`config.mk`:
```
export PLATFORM = sky130hd
export DESIGN_NAME = huffman_sequencer
export DESIGN_NICKNAME = d
export VERILOG_FILES = /design/src/rtl/huffman_sequencer.sv
export SDC_FILE = /design/constraint.sdc
export NUM_CORES = 1
export LEC_CHECK = 0
export ABC_AREA = 1
export CAP_MARGIN = 20
export CORE_UTILIZATION = 30
export CTS_BUF_LIST = sky130_fd_sc_hd__clkbuf_16
export DETAILED_ROUTE_END_ITERATION = 8
export GPL_TIMING_DRIVEN = 0
export SLEW_MARGIN = 20
export SYNTH_ARGS = -nofsm -noshare
export SYNTH_HDL_FRONTEND = slang
export SYNTH_SLANG_ARGS = --single-unit
```
`constraint.sdc`:
```
create_clock -name clock -period 2.4 [get_ports clock]
set_input_delay 0.36 -clock clock [delete_from_list [all_inputs] [get_ports clock]]
set_output_delay 0.36 -clock clock [all_outputs]
set_load 0.02 [all_outputs]
```
`src/rtl/huffman_sequencer.sv`:
```
// Avalon-MM sequencer for the Huffman codeword LUT: it arbitrates LUT writes
// against symbol lookups and hands each codeword to the coder over valid/ready.
module huffman_sequencer #(
    parameter int unsigned FIFO_DEPTH = 16,
    parameter int unsigned FIFO_AW    = 4
) (
    input  logic        clock,
    input  logic        reset,
    input  logic        chipselect,
    input  logic        read,
    input  logic        write,
    input  logic [1:0]  address,
    input  logic [31:0] writedata,
    output logic [31:0] readdata,
    output logic        waitrequest,
    output logic        mem_mode,
    output logic [5:0]  mem_addr,
    output logic [11:0] mem_data,
    input  logic [11:0] mem_q,
    output logic [7:0]  code,
    output logic [3:0]  length,
    output logic        code_valid,
    input  logic        coder_ready,
    output logic        busy
);

    localparam int unsigned CW = FIFO_AW + 1;

    typedef enum logic [2:0] {S_IDLE, S_LUTW, S_FETCH, S_WAIT, S_ISSUE} state_e;

    state_e state_q, state_d;

    logic [31:0]         readdata_q, readdata_d;
    logic                mem_mode_q, mem_mode_d;
    logic [5:0]          mem_addr_q, mem_addr_d;
    logic [11:0]         mem_data_q, mem_data_d;
    logic [7:0]          code_q, code_d;
    logic [3:0]          length_q, length_d;
    logic                code_valid_q, code_valid_d;
    logic                busy_q, busy_d;
    logic [15:0]         issued_q, issued_d;
    logic                pend_q, pend_d;
    logic [5:0]          lat_addr_q, lat_addr_d;
    logic [11:0]         lat_data_q, lat_data_d;
    logic                enable_q, enable_d;
    logic                overflow_q, overflow_d;
    logic                zero_len_q, zero_len_d;
    logic [FIFO_AW-1:0]  wr_ptr_q, wr_ptr_d;
    logic [FIFO_AW-1:0]  rd_ptr_q, rd_ptr_d;
    logic [CW-1:0]       count_q, count_d;
    logic [5:0]          fifo_mem_q [FIFO_DEPTH];

    logic ctrl_wr, lut_wr, sym_wr, rd_en, flush, clr_flags;
    logic fifo_empty, fifo_full, push_ok, push_drop;
    logic start_lutw, start_fetch, issue_done, zero_hit;
    logic [5:0]  fifo_head;
    logic [31:0] status_c;
    logic        unused_wdata;

    assign ctrl_wr      = chipselect & write & (address == 2'd0);
    assign lut_wr       = chipselect & write & (address == 2'd1);
    assign sym_wr       = chipselect & write & (address == 2'd2);
    assign rd_en        = chipselect & read;
    assign flush        = ctrl_wr & writedata[1];
    assign clr_flags    = ctrl_wr & writedata[2];
    assign unused_wdata = ^writedata[31:18];

    // A second LUT write stalls until the pending one has been taken into LUTW.
    assign waitrequest  = lut_wr & pend_q;

    assign fifo_empty = (count_q == CW'(0));
    assign fifo_full  = (count_q == CW'(FIFO_DEPTH));
    assign fifo_head  = fifo_mem_q[rd_ptr_q];
    assign push_ok    = sym_wr & ~fifo_full & ~flush;
    assign push_drop  = sym_wr & fifo_full;

    assign start_lutw  = (state_q == S_IDLE) & pend_q;
    assign start_fetch = (state_q == S_IDLE) & ~pend_q & enable_q & ~fifo_empty;
    assign issue_done  = (state_q == S_ISSUE) & coder_ready;
    assign zero_hit    = (state_q == S_WAIT) & (mem_q[11:8] == 4'd0);

    // State register
    always_ff @(posedge clock) begin
        if (reset) state_q <= S_IDLE;
        else       state_q <= state_d;
    end

    // Next-state logic
    always_comb begin
        state_d = state_q;
        case (state_q)
            S_IDLE: begin
                if (start_lutw)       state_d = S_LUTW;
                else if (start_fetch) state_d = S_FETCH;
            end
            S_LUTW:  state_d = S_IDLE;
            S_FETCH: state_d = S_WAIT;
            S_WAIT:  state_d = zero_hit ? S_IDLE : S_ISSUE;
            S_ISSUE: if (coder_ready) state_d = S_IDLE;
            default: state_d = S_IDLE;
        endcase
    end

    // FSM-driven outputs: LUT port and coder handshake
    always_comb begin
        mem_mode_d   = 1'b0;
        mem_addr_d   = mem_addr_q;
        mem_data_d   = mem_data_q;
        code_d       = code_q;
        length_d     = length_q;
        code_valid_d = code_valid_q;
        issued_d     = issued_q;
        if (start_lutw) begin
            mem_mode_d = 1'b1;
            mem_addr_d = lat_addr_q;
            mem_data_d = lat_data_q;
        end else if (start_fetch) begin
            mem_addr_d = fifo_head;
        end
        if ((state_q == S_WAIT) && !zero_hit) begin
            code_d       = mem_q[7:0];
            length_d     = mem_q[11:8];
            code_valid_d = 1'b1;
        end
        if (issue_done) begin
            code_valid_d = 1'b0;
            issued_d     = issued_q + 16'd1;
        end
    end

    always_comb begin
        status_c             = 32'd0;
        status_c[FIFO_AW:0]  = count_q;
        status_c[8]          = fifo_empty;
        status_c[9]          = fifo_full;
        status_c[10]         = (state_q != S_IDLE) | ~fifo_empty;
        status_c[11]         = overflow_q;
        status_c[12]         = zero_len_q;
        status_c[31:16]      = issued_q;
    end

    // Register file, LUT write latch, flags and FIFO pointers
    always_comb begin
        pend_d     = pend_q;
        lat_addr_d = lat_addr_q;
        lat_data_d = lat_data_q;
        enable_d   = enable_q;
        overflow_d = overflow_q;
        zero_len_d = zero_len_q;
        wr_ptr_d   = wr_ptr_q;
        rd_ptr_d   = rd_ptr_q;
        count_d    = count_q;
        readdata_d = 32'd0;

        if (start_lutw) pend_d = 1'b0;
        if (lut_wr && !pend_q) begin
            pend_d     = 1'b1;
            lat_addr_d = writedata[5:0];
            lat_data_d = writedata[17:6];
        end

        if (ctrl_wr) enable_d = writedata[0];
        // Set beats clear when both land on the same edge.
        if (clr_flags) begin
            overflow_d = 1'b0;
            zero_len_d = 1'b0;
        end
        if (push_drop && !flush) overflow_d = 1'b1;
        if (zero_hit)            zero_len_d = 1'b1;

        if (flush) begin
            wr_ptr_d = '0;
            rd_ptr_d = '0;
            count_d  = '0;
        end else begin
            if (push_ok)     wr_ptr_d = wr_ptr_q + FIFO_AW'(1);
            if (start_fetch) rd_ptr_d = rd_ptr_q + FIFO_AW'(1);
            if (push_ok && !start_fetch)      count_d = count_q + CW'(1);
            else if (!push_ok && start_fetch) count_d = count_q - CW'(1);
        end

        if (rd_en) begin
            case (address)
                2'd0:    readdata_d = {31'd0, enable_q};
                2'd3:    readdata_d = status_c;
                default: readdata_d = 32'd0;
            endcase
        end

        busy_d = (state_d != S_IDLE) | (count_d != CW'(0));
    end

    always_ff @(posedge clock) begin
        if (reset) begin
            readdata_q   <= 32'd0;
            mem_mode_q   <= 1'b0;
            mem_addr_q   <= 6'd0;
            mem_data_q   <= 12'd0;
            code_q       <= 8'd0;
            length_q     <= 4'd0;
            code_valid_q <= 1'b0;
            busy_q       <= 1'b0;
            issued_q     <= 16'd0;
            pend_q       <= 1'b0;
            lat_addr_q   <= 6'd0;
            lat_data_q   <= 12'd0;
            enable_q     <= 1'b0;
            overflow_q   <= 1'b0;
            zero_len_q   <= 1'b0;
            wr_ptr_q     <= '0;
            rd_ptr_q     <= '0;
            count_q      <= '0;
        end else begin
            readdata_q   <= readdata_d;
            mem_mode_q   <= mem_mode_d;
            mem_addr_q   <= mem_addr_d;
            mem_data_q   <= mem_data_d;
            code_q       <= code_d;
            length_q     <= length_d;
            code_valid_q <= code_valid_d;
            busy_q       <= busy_d;
            issued_q     <= issued_d;
            pend_q       <= pend_d;
            lat_addr_q   <= lat_addr_d;
            lat_data_q   <= lat_data_d;
            enable_q     <= enable_d;
            overflow_q   <= overflow_d;
            zero_len_q   <= zero_len_d;
            wr_ptr_q     <= wr_ptr_d;
            rd_ptr_q     <= rd_ptr_d;
            count_q      <= count_d;
        end
    end

    // Symbol storage needs no reset; occupancy is tracked by the pointers.
    always_ff @(posedge clock) begin
        if (push_ok) fifo_mem_q[wr_ptr_q] <= writedata[5:0];
    end

    assign readdata   = readdata_q;
    assign mem_mode   = mem_mode_q;
    assign mem_addr   = mem_addr_q;
    assign mem_data   = mem_data_q;
    assign code       = code_q;
    assign length     = length_q;
    assign code_valid = code_valid_q;
    assign busy       = busy_q;

endmodule

```
==> qor.txt, run 1 <==
top post-synthesis cells by area - edfxtp_1 (34%), dfxtp_1 (28%), nor2_1 (6.7%)
Clock Path Buffers - 3
minimum clock period - 2.25 ns
simple-gate portion of the synthesized area - 18.1%
startpoint types - input pin
Mapped Cells - 871
flops & latches, synth - 213
fraction of layout cells with a size suffix above 1 - 8.09%
Max Fclk - 445 MHz
Initial Utilization - 30.4%
Clock Latency Late Sink - 0.51 ns
CTS tree - yes
xor/xnor cell area share of the yosys netlist - 0.727%
RePlAce Congestion - 0.864
largest net degree at the start of global routing - 19
Die Area - 0.0288 mm^2
Finished Core Util - 38.2%
PwrDens - 694 mW/mm^2
Net Switching - 1650 uW
Num CTS Buffers - 23
Max VDD drop - 402 uV
DP Area - 0.00989 mm^2
skew final - 0.0160 ns
chip width - 170 um
data arrival time of the critical path - 2.39 ns
RSZ-0062 raised after global routing - true
library cells used by synthesis - 36
Relative slew margins - 45.3%
final hold vios - 0
EDFF count, synth - 96
Sink Count - 213
diode count - 0
initial antenna violation count - 0
# hold bufs at CTS - 0
Worst Path Class, Setup - in -> reg
mapped cell area - 0.00843 mm^2
Starting DRT DRC Count - 319
drt wl/cell - 15.0 um
Yosys top cell area share - 34.2%
synthesized-area fraction occupied by adder cells - 1.93%
count leader, synth - nor2_1
sequential power share - 52.1%
Critical Path RT - 2.54 ns
Die H - 170 um
cell internal pwr - 5700 uW
worst r2r src - count_q[0]$_SDFF_PP0_
Filler cells - 2,749
Crit. Startpoint - address[0]
crit end category - register
vias in the first global route - 6,137
root buf cell - clkbuf_16
hold wc startpoint - lat_data_q[11]$_SDFFE_PP0P_
Layout Cells excl Fill - 1,392
PortBufs - 97
Placeable Area - 0.0277 mm^2
vias - 6,310
first-pass GRT wire length - 33.3 mm
Rows - 61
Synth Flop Type - dfxtp_1
Slew Limit Fails - 0
Min-Delay Path Class - reg -> reg
Detailed Routing Iterations Pass 1 - 7
Clock power frac - 42.9%
Final setup violation count - 0
final instance area - 0.0106 mm^2
final WL - 20.9 mm
DRT antenna net count - 0
vias per std cell - 4.53
share of synthesized registers carrying an async set or reset - 0%
P&R area growth vs syn - 25.6%
DP Wirelength - 15.0 mm
most frequent cells after synthesis - nor2_1 (151), dfxtp_1 (117), o21ai_0 (98), edfxtp_1 (96), nand2_1 (80)
GR Util All Layers - 14.7%
Yosys top cell by area - edfxtp_1
switching fraction of total power - 22.4%
post-synthesis sequential area ratio - 62.0%
status - finished, final reports clean
GRT overflow - 0
Placed Instances - 1,351
largest family of logic cells by synthesized area - simple AND/OR/NAND/NOR gates
post-synthesis mux area share - 0%
LEAKAGE - 0.00367 uW
maxcap violations - 0
Final Cycle Share - 93.6%
htree depth - 1
Boundary Pins - 118
Tightest Pin Transition - 0.821 ns
Residual DRC - 0
Compound-Gate Fraction of Synth Area - 11.7%
Synthesis Warnings - 0
Combinational Power Share - 4.9%
Syn Area/Cell - 9.68 um^2
Clock transition at path regs - 0.06 ns
final net count - 1,063
Min Hold Slack - 0.445 ns
critical-path maximum fanout - 9
## routing by layer
layer  GRT usage, %  vias to the layer above  part of all wire, %
li1               -                     3198                    -
met1           19.6                     2885                   46
met2           23.8                      187                   45
met3           3.68                       40                  6.9
met4           3.64                        0                  2.2
met5              0                        -                    0
## path summary, 6_finish.rpt
path	endpoint	slack (ns)	depth (start not counted)
hold / removal	mem_data[11]$_SDFFE_PP0P_	0.44	2
hold reg to reg	mem_data[11]$_SDFFE_PP0P_	0.44	2
setup / recovery	fifo_mem_q[1][2]$_DFFE_PP_	0.15	8
setup reg to reg	fifo_mem_q[1][2]$_DFFE_PP_	0.17	7
## flip-flops by register name, summed over array words and instances, names as in the netlist, named ones only
register,count
readdata,26
count_q,5
mem_data,12
pend_q,1
state_q,3
zero_len_q,1
code_valid,1
overflow_q,1
lat_data_q,12
issued_q,16
code,8
busy,1
enable_q,1
length,4
fifo_mem_q,96
mem_addr,6
mem_mode,1
rd_ptr_q,4
wr_ptr_q,4
lat_addr_q,6
## cell families after synthesis
| kind of cell | count (synthesis) |
|---|---|
| AOI/OAI and AO/OA | 182 |
| xor gates and xnor gates | 7 |
| adders and majority gates | 13 |
| buffers and inverters | 114 |
| DFF | 213 |
| other | 1 |
| and+or+nand+nor | 341 |
## power by group through the flow
stage,logic [uW],clock network [uW],registers (uW)
after global placement,364,0,3910
final,362,3160,3830
after global routing,406,3380,3830
after detailed placement,366,0,3910
after CTS,367,3220,3830
after floorplan,182,0,3920
## worst max-delay path, cell delays in order
cell,delay (ns)
clkdlybuf4s50_1,0.51
inv_1,0.08
ha_1,0.23
nand4_2,0.22
nand2_2,0.09
nor2_4,0.21
nand2_1,0.21
nor2_1,0.47
## final cells by class
cell class	instances	area (um^2)	share of cell area, %
buffer	43	201	1.90
timing repair buffer	97	972	9.18
clock buffer	23	576	5.44
clock inverter	18	92.6	0.875
tap	378	473	4.47
sequential	213	5230	49.4
multi-input combinational	549	2780	26.3
inverter	71	267	2.52
## cells in the final DEF (no fill, tap or decap), types with 6 or more instances in the layout
| cell type | Yosys | layout |
|---|---|---|
| buf_2 | 8 | 8 |
| conb_1 | 1 | 6 |
| clkbuf_1 | 26 | 26 |
| dfxtp_1 | 117 | 117 |
| edfxtp_1 | 96 | 96 |
| nand3_1 | 51 | 51 |
| nand2_1 | 80 | 80 |
| nor2_1 | 151 | 142 |
| o211ai_1 | 26 | 26 |
| clkdlybuf4s50_1 | 0 | 95 |
| inv_1 | 63 | 67 |
| buf_4 | 6 | 6 |
| nor2_2 | 4 | 13 |
| ha_1 | 13 | 13 |
| o21ai_0 | 98 | 98 |
| nor3_1 | 28 | 28 |
| clkbuf_16 | 0 | 23 |
| xor2_1 | 7 | 7 |
| clkinv_1 | 4 | 10 |
| a21oi_1 | 51 | 51 |
## what timing repair did
| action | 4_1_cts | 5_1_grt |
|---|---|---|
| buffers inserted | 0 | 0 |
| resized for setup | 4 | 7 |
| endpoints found under the setup margin | 91 | 30 |
## metrics by stage
stage	TNS (ns)	worst slack, ns	total power, uW
after CTS	0	0.0559	7420
after global placement	-58.14	-0.731	4270
after global routing	-0.0269	-0.0269	7620
after detailed placement	-64.29	-0.791	4280
final	0	0.154	7350
after floorplan	0	0.547	4100
Note: power is estimated with default switching activity, not from simulation.
==> run 2: changes to the inputs <==
--- a/config.mk
+++ b/config.mk
@@ -7,6 +7,7 @@
 export LEC_CHECK = 0
 export ABC_AREA = 1
 export CAP_MARGIN = 20
+export CORE_ASPECT_RATIO = 0.7
 export CORE_UTILIZATION = 30
 export CTS_BUF_LIST = sky130_fd_sc_hd__clkbuf_16
 export DETAILED_ROUTE_END_ITERATION = 8
==> run 2 against run 1 <==
  * Cell area about the same
  * Highest routed layer unchanged
  * Wire length up 5.2%
  * Combinational power up 2%
  * Clock power about the same
  * First-iteration DRC count up 88%
  * Die area about the same
  * Maximum frequency down 8.1%
  * Critical endpoint is now fifo_mem_q[1][0]$_DFFE_PP_
  * Via count up 3.9%
  * Count of clock-buffer cells in the layout unchanged
  * Setup slack worse by 0.20 ns
  * Core utilization up 0.77 points
  * Clock skew up 0.0039 ns
  * The flow now finishes with violations (setup timing)
==> qor.txt, run 2 (synthesized netlist as in run 1, its figures left out) <==
Die H - 142 um (-16%)
data arrival time of the critical path - 2.58 ns (+0.19 ns)
Filler cells - 2,719 (-1.1%)
vias per std cell - 4.76 (+5.0%)
Buf/Inv on CP - 2 (unchanged)
critical path capture point - fifo_mem_q[1][0]$_DFFE_PP_
routing usage on met2 - 20.7% (-3.1 points)
PortBufs - 97 (unchanged)
Rows - 50 (-18%)
Starting DRT DRC Count - 600 (+88%)
CTS tree - yes
first-pass GRT wire length - 33.8 mm (+1.6%)
largest net degree at the start of global routing - 19 (unchanged)
final WL - 22.0 mm (+5.2%)
Final setup violation count - 9 (+9)
initial antenna violation count - 1 (+1)
worst path cell trace - clkdlybuf4s50_1 -> inv_1 -> ha_1 -> nand4_2 -> nand2_2 -> nor2_4 -> nand2_1 -> nor2_1
vias in the first global route - 6,031 (-1.7%)
skew final - 0.0199 ns (+0.00393 ns)
Num CTS Buffers - 22 (-4.3%)
R2R cell count - 7 (unchanged)
Crit. Startpoint - address[0]
most frequent cells in the layout - nor2_1 (143), dfxtp_1 (117), o21ai_0 (98)
Boundary Pins - 118 (unchanged)
htree depth - 1 (unchanged)
startpoint types - input pin
Clock Latency Late Sink - 0.51 ns (about the same)
reg2reg end - fifo_mem_q[1][0]$_DFFE_PP_
# hold bufs at CTS - 0 (unchanged)
DRT antenna net count - 0 (unchanged)
Sink Count - 213 (unchanged)
vias - 6,556 (+3.9%)
Max VDD drop - 423 uV (+5.2%)
max reg flops - 96 (unchanged)
Placeable Area - 0.0272 mm^2 (-2.0%)
most common cell after layout, fill and taps aside - nor2_1
Final Cycle Share - 102% (+8.3 points)
worst r2r src - count_q[0]$_SDFF_PP0_
GRT overflow - 0 (unchanged)
Detailed Routing Iterations Pass 1 - 5 (-2)
Crit path depth - 8 (unchanged)
layer carrying the most global-route usage - met1
RePlAce Congestion - 0.836 (-3.2%)
grt met1 use - 24.0% (+4.4 points)
met3 usage in global routing - 3.23% (-0.46 points)
Clock transition at path regs - 0.06 ns (about the same)
fraction of layout cells with a size suffix above 1 - 8.00% (-0.091 points)
minimum clock period - 2.44 ns (+0.198 ns)
Worst Path Class, Setup - in -> reg
Slowest-stage cell, CP - nor2_1
status - finished, violations left
number of post-CTS setup repair buffers - 0 (unchanged)
GR Util All Layers - 15.1% (+0.43 points)
RSZ-0062 raised after global routing - true
DP Worst Slack - -0.811 ns (-0.0199 ns)
diode count - 0 (unchanged)
Placed Instances - 1,337 (-1.0%)
Slew Limit Fails - 0 (unchanged)
setup slack, reg-to-reg - -0.02 ns (-0.19 ns)
chip width - 202 um (+19%)
LEAKAGE - 0.00368 uW (+0.29%)
failing checks - setup timing
Max Fclk - 409 MHz (-8.1%)
Die Area - 0.0288 mm^2 (about the same)
Relative slew margins - 42.3% (-2.9 points)
slowest cell delay on critical path - 0.58 ns (+0.07 ns)
Tightest Pin Transition - 0.862 ns (+0.0414 ns)
final hold vios - 0 (unchanged)
Clock Path Buffers - 3 (unchanged)
Largest Register - fifo_mem_q
maxcap violations - 0 (unchanged)
P&R area growth vs syn - 25.5% (about the same)
Initial Utilization - 31.1% (+0.62 points)
final net count - 1,062 (-0.094%)
CP top delay family - simple AND/OR/NAND/NOR gates
Min-Delay Path Class - reg -> reg
root buf cell - clkbuf_16
Layout Cells excl Fill - 1,377 (-1.1%)
Residual DRC - 0 (unchanged)
drt wl/cell - 16.0 um (+6.3%)
DP Wirelength - 15.7 mm (+4.6%)
Worst Slack Setup Final - -0.0445 ns (-0.198 ns)
PwrDens - 693 mW/mm^2 (-0.25%)
Critical Path RT - 2.53 ns (about the same)
crit end category - register
critical-path maximum fanout - 9 (unchanged)
[run 2: cell count changes in the layout (fill, tap and decap cells not counted), moves of 2 or more]
| cell | change |
|---|---|
| nor2_2 | -8 |
| nor2_4 | +7 |
| clkinv_1 | -4 |
| inv_1 | +3 |
| inv_2 | +2 |
| inv_6 | -2 |
[run 2: worst min path at each step]
stage          slack [ns]                          to  cells past startpoint                   startpoint
4_1_cts              0.43      length[2]$_SDFFE_PP0P_                      3                    mem_q[10]
6_report             0.44     readdata[12]$_SDFF_PP0_                      2      zero_len_q$_SDFFE_PP0P_
3_3_place_gp         0.43   mem_data[11]$_SDFFE_PP0P_                      2  lat_data_q[11]$_SDFFE_PP0P_
5_1_grt              0.45      length[2]$_SDFFE_PP0P_                      3                    mem_q[10]
3_5_place_dp         0.44  lat_data_q[0]$_SDFFE_PP0P_                      2   lat_data_q[0]$_SDFFE_PP0P_
2_1_floorplan        0.41   mem_data[11]$_SDFFE_PP0P_                      2  lat_data_q[11]$_SDFFE_PP0P_
[run 2: routing by layer]
metal	wire [um]	vias to the layer above
met5	0	-
met4	319	0
met3	1330	28
met2	8860	169
met1	11500	3158
li1	-	3201
[run 2: area by class of cell]
cell class / instances / area [um^2] / share of cell area [%]
Tap cell: 364 / 455 / 4.30
Timing Repair Buffer: 97 / 972 / 9.19
Clock buffer: 23 / 576 / 5.44
Clock inverter: 17 / 75.1 / 0.709
Multi-Input combinational cell: 549 / 2810 / 26.6
Buffer: 43 / 201 / 1.90
Inverter: 71 / 267 / 2.52
Sequential cell: 213 / 5230 / 49.4
[run 2: worst register-to-register path: stages, from the launching register on]
cell and delay (ns):
dfxtp_1 0.39, inv_1 0.14, ha_1 0.27, nand3_2 0.11, inv_1 0.08, nor2_4 0.26
nand2_1 0.22, nor2_1 0.58
[run 2: repair_timing]
item	4_1_cts	5_1_grt
resized for setup	7	10
setup endpoints to repair	97	89
pin swaps	0	0
endpoints found under the hold margin	0	0
[run 2: power breakdown]
part	internal, uW	switching, uW	total, uW
clock network	1730	1400	3130
logic	137	234	371
registers	3820	17.1	3830
total	5680	1650	7330
[run 2: metrics by stage]
step           area [um^2]  setup TNS (ns)  hold slack, ns  total power (uW)  util [%]
2_1_floorplan         8450               0           0.414              4100         -
3_3_place_gp          9880          -63.93           0.434              4280      36.4
3_5_place_dp          9880          -71.50           0.439              4280      36.4
4_1_cts              10500               0           0.430              7390      38.8
5_1_grt              10600           -5.95           0.449              7580      39.0
6_report             10600          -0.250           0.443              7330      39.0
